<file path="src/rtl/instruction_prefetch_unit.sv">
// Instruction prefetch unit: credit-limited sequential fetch into a {pc,data} FIFO.
// A redirect flushes the FIFO, restarts fetch and discards stale in-flight responses.
module instruction_prefetch_unit #(
  parameter int ADDR_W = 8,
  parameter int DATA_W = 8,
  parameter int DEPTH = 4,
  parameter logic [ADDR_W-1:0] RESET_PC = '0
) (
  input  logic              clk,
  input  logic              reset,
  output logic              mem_req,
  output logic [ADDR_W-1:0] mem_addr,
  input  logic              mem_ready,
  input  logic              mem_rvalid,
  input  logic [DATA_W-1:0] mem_rdata,
  input  logic              redirect_valid,
  input  logic [ADDR_W-1:0] redirect_pc,
  output logic              instr_valid,
  input  logic              instr_ready,
  output logic [DATA_W-1:0] instr_out,
  output logic [ADDR_W-1:0] instr_pc
);
  localparam int PTR_W = $clog2(DEPTH);
  localparam int CNT_W = PTR_W + 1;
  localparam int OCC_W = CNT_W + 1;
  localparam logic [OCC_W-1:0] DEPTH_OCC = OCC_W'(DEPTH);

  logic [ADDR_W-1:0] fetch_pc;
  logic [ADDR_W-1:0] resp_pc;
  logic [CNT_W-1:0]  count;
  logic [CNT_W-1:0]  inflight;
  logic [CNT_W-1:0]  discard;
  logic [PTR_W-1:0]  rd_ptr;
  logic [PTR_W-1:0]  wr_ptr;
  logic [ADDR_W-1:0] pc_mem [DEPTH];
  logic [DATA_W-1:0] data_mem [DEPTH];

  logic [OCC_W-1:0] occupancy;
  logic accept;
  logic rsp_push;
  logic rsp_drop;
  logic pop;

  // Both ports use strict valid/ready: a transfer happens only in a cycle where
  // valid and ready are both high; mem_addr is held while mem_req waits for mem_ready.
  // Issue is credit-limited: buffered plus outstanding fetches never exceed DEPTH.
  assign occupancy = {1'b0, count} + {1'b0, inflight};
  assign mem_req   = !reset && !redirect_valid && (occupancy < DEPTH_OCC);
  assign mem_addr  = fetch_pc;
  assign accept    = mem_req && mem_ready;

  assign rsp_push = !reset && mem_rvalid && !redirect_valid && (discard == '0);
  assign rsp_drop = mem_rvalid && !redirect_valid && (discard != '0);

  assign instr_valid = !reset && (count != '0);
  assign instr_out   = data_mem[rd_ptr];
  assign instr_pc    = pc_mem[rd_ptr];
  assign pop         = instr_valid && instr_ready && !redirect_valid;

  always_ff @(posedge clk) begin
    if (reset) begin
      fetch_pc <= RESET_PC;
      resp_pc  <= RESET_PC;
      count    <= '0;
      inflight <= '0;
      discard  <= '0;
      rd_ptr   <= '0;
      wr_ptr   <= '0;
    end else begin
      inflight <= inflight + CNT_W'(accept) - CNT_W'(mem_rvalid);
      if (redirect_valid) begin
        // Everything still outstanding after this cycle's response belongs to the old stream.
        fetch_pc <= redirect_pc;
        resp_pc  <= redirect_pc;
        count    <= '0;
        rd_ptr   <= '0;
        wr_ptr   <= '0;
        discard  <= inflight - CNT_W'(mem_rvalid);
      end else begin
        if (accept) fetch_pc <= fetch_pc + ADDR_W'(1);
        if (rsp_drop) discard <= discard - CNT_W'(1);
        if (rsp_push) begin
          resp_pc <= resp_pc + ADDR_W'(1);
          wr_ptr  <= wr_ptr + PTR_W'(1);
        end
        if (pop) rd_ptr <= rd_ptr + PTR_W'(1);
        case ({rsp_push, pop})
          2'b10:   count <= count + CNT_W'(1);
          2'b01:   count <= count - CNT_W'(1);
          default: count <= count;
        endcase
      end
    end
  end

  always_ff @(posedge clk) begin
    if (rsp_push) begin
      pc_mem[wr_ptr]   <= resp_pc;
      data_mem[wr_ptr] <= mem_rdata;
    end
  end

endmodule
</file>
<file path="config.mk">
export PLATFORM = sky130hd
export DESIGN_NAME = instruction_prefetch_unit
export DESIGN_NICKNAME = d
export VERILOG_FILES = /design/src/rtl/instruction_prefetch_unit.sv
export SDC_FILE = /design/constraint.sdc
export NUM_CORES = 1
export LEC_CHECK = 0
export CORE_AREA = 4 4 88 90
export CTS_CLUSTER_DIAMETER = 150
export CTS_CLUSTER_SIZE = 30
export DETAILED_ROUTE_END_ITERATION = 6
export DIE_AREA = 0 0 92 94
export PLACE_DENSITY_LB_ADDON = 0.25
export SETUP_SLACK_MARGIN = 0.15
export SYNTH_ARGS = -nofsm -noshare
export SYNTH_HDL_FRONTEND = slang
export SYNTH_SLANG_ARGS = --single-unit
</file>
<file path="constraint.sdc">
create_clock -name clk -period 3.8 [get_ports clk]
set_input_delay 0.95 -clock clk [delete_from_list [all_inputs] [get_ports clk]]
set_output_delay 0.95 -clock clk [all_outputs]
set_load 0.005 [all_outputs]
</file>
==> reports/results.ini <==
[status]
status=complete, no violations

[critical_path]
critPathMostFrequentCell=clkdlybuf4s50_1
critPathTopFamily=buffers and inverters
crit_fanout=21
critPathMaxStageDelay_ns=0.49
crit_required_ns=2.85
crit_type=primary input to primary output
cp.arrival_ns=2.42
critPathBufInv=4
slowest_stage=clkdlybuf4s50_1
start_kind=primary input
crit_path_cell_trace=clkdlybuf4s50_1, buf_4, inv_1, and2_1, clkdlybuf4s50_1
cp-end-kind=primary output

[grt]
grt_pass1_vias=2414
antenna_found_initial=0
grt_max_degree=22
overflow=0
grt_pass1_wl_um=11800
grt_usage_pct=17.9

[synth]
synth.area.top_cells=edfxtp_1, dfxtp_1, mux4_2
synthesis.nets=318
ys_ff_latch=95
syn_inst=279
synthesis.area_mm2=0.00404
synthAdderAreaFrac_pct=5.63
synth-simple-area-share_pct=9.72
synth-xor-area-share_pct=3.47
avgSynthCellArea_um2=14.5
ys_seq_area_share_pct=62.9
synth_common_cells=edfxtp_1, dfxtp_1, nor2_1
synth_area_leader_cell=edfxtp_1
yosysUniqueCellTypes=46
ys.flop_type=edfxtp_1
synth_compound_area_share_pct=5.94
muxShareOfSynthArea_pct=9.41
synth_edf_count=64
synth_top_family_by_area=simple AND/OR/NAND/NOR gates
ys_warn_count=0
yosysMostFrequentCell=edfxtp_1
synth_top_area_share_pct=47.6
synthArstFlopShare_pct=0

[clock_tree]
cts.sinks=95
path_clk_slew_ns=0.09
clock_path_buffers=2
cts_inserted_buffers=9
postCtsSetupBuffers=0
root_buffer=clkbuf_8
cts_tree=done
cts-resized-gates=0
htree_levels=3
ctsHoldBuffers=0
clk_latency_ns=0.35

[sta]
final_hold_viol_count=0
rsz0062_at_grt=no
slew_viol_final=0
worst_pin_slew_ns=0.756
fmax_mhz=297
period_minus_slack_ns=3.37
skew_ns=0.0104
tns_ns=0
relSlewSlack_pct=49.6
fin_ws_ns=0.433
fin_crit_sh_pct=88.6
setup_viol=0

[placement]
placed_cell_area_mm2=0.00466
gp_congestion=0.881
dp_slack_ns=0.305
port_buffers=47
hpwlAfterDp_um=4910

[power_and_ir_drop]
finalPower_uw=2280
p_per_area_mw_per_mm2=463
p_leak_uw=0.00168
vdd_drop_max_mv=0.259

[routing]
finalWirelength_um=7180
route.detailed.drc=0
dr.pass1.iters=4
wire_per_inst_um=16.4
postRouteAntennaNets=0
drt_iter0_markers=129
vias=2451
viasPerCell=5.58

[finish]
fill_cells=521
fin_area_mm2=0.00492
areaGrowthSynthToFinish_pct=21.9
num_antenna_cells=0
register_area_mm2=0.00254
drive_gt1_share_pct=13.5
finalNetCount=375
multi_input_area_mm2=0.00138

[die]
die_area_mm2=0.00865
die_w_um=92
die_height_um=94
io_pins=48
rows=31
core_mm2=0.00706
start_util_pct=57.2

[run]
maxCapViolations=0

[hold_path]
hold_path_class=register to register

report_power, final:
part / switching [uW] / internal [uW]
logic: 114 / 130
clock network: 349 / 507
registers: 39.6 / 1140
total: 502 / 1780
cell families (layout without fill, tap and decap cells):
group,Yosys count,after routing
adder cells (fa/ha/maj),17,17
AO/OA/AOI/OAI,33,33
multiplexers,18,18
AND/OR/NAND/NOR,72,72
buffers and inverters,28,89
flip-flops,95,95
XOR/XNOR,16,16
final timing paths:
path	start	end	slack, ns	depth (start not counted)
min	wr_ptr[1]	wr_ptr[1]	0.51	2
max reg2reg	count[1]	inflight[2]	1.33	10
max	reset	instr_valid	0.43	5
min reg2reg	wr_ptr[1]	wr_ptr[1]	0.51	2
per-stage QoR:
| step | util (%) | cells | hold slack, ns |
|---|---|---|---|
| 3_5_place_dp | 66.0 | 424 | 0.505 |
| 3_3_place_gp | 66.0 | 424 | 0.486 |
| 4_1_cts | 69.8 | 439 | 0.518 |
| 5_1_grt | 69.8 | 439 | 0.555 |
| 2_1_floorplan | - | 279 | 0.469 |
| 6_report | 69.8 | 439 | 0.510 |
metal layers:
layer,track usage [%],part of all wire [%],vias to the layer above
met5,0,0,-
li1,-,-,1176
met4,7.80,2.2,0
met2,29.6,49,93
met3,4.33,5.5,14
met1,22.5,43,1168
layout make-up:
type / instances / share of cell area (%)
clock buffers: 9 / 2.52
clock inverters: 6 / 2.85
repair buffers: 58 / 11.2
multi-input cells: 156 / 28.0
flip-flops and latches: 95 / 51.6
inverters: 16 / 1.22
well taps: 99 / 2.52
tightest hold or removal path: cells and delay by family, from the launching register on:
family | cells | cell delay (ns)
compound gates | 1 | 0.06
flops | 1 | 0.35
simple gates | 1 | 0.07
cell usage in the layout (no fill, tap or decap), types with 2 or more instances in the layout:
master	synthesis	layout
a211oi_1	8	8
a21oi_1	7	7
a31oi_1	3	3
a32oi_1	3	3
and2_1	2	2
and3_1	8	8
buf_4	0	11
bufinv_16	0	4
clkbuf_8	0	9
clkdlybuf4s50_1	0	47
dfxtp_1	31	31
edfxtp_1	64	64
fa_1	2	2
ha_1	15	15
inv_1	15	15
mux2i_1	2	2
mux4_2	16	16
nand2_1	7	7
nand2b_1	3	3
nand3_1	10	10
nand4_1	4	4
nor2_1	18	18
nor2b_1	2	2
nor3_1	3	3
o21ai_0	3	3
or3_1	7	7
xnor2_1	10	10
xor2_1	6	6
flip-flops by register name, summed over array words and instances (netlist names), named ones only:
signal	cells
mem_addr	8
data_mem	32
inflight	3
pc_mem	32
discard	3
wr_ptr	2
count	3
resp_pc	8
rd_ptr	2
Power figures use the tool's default switching activity.
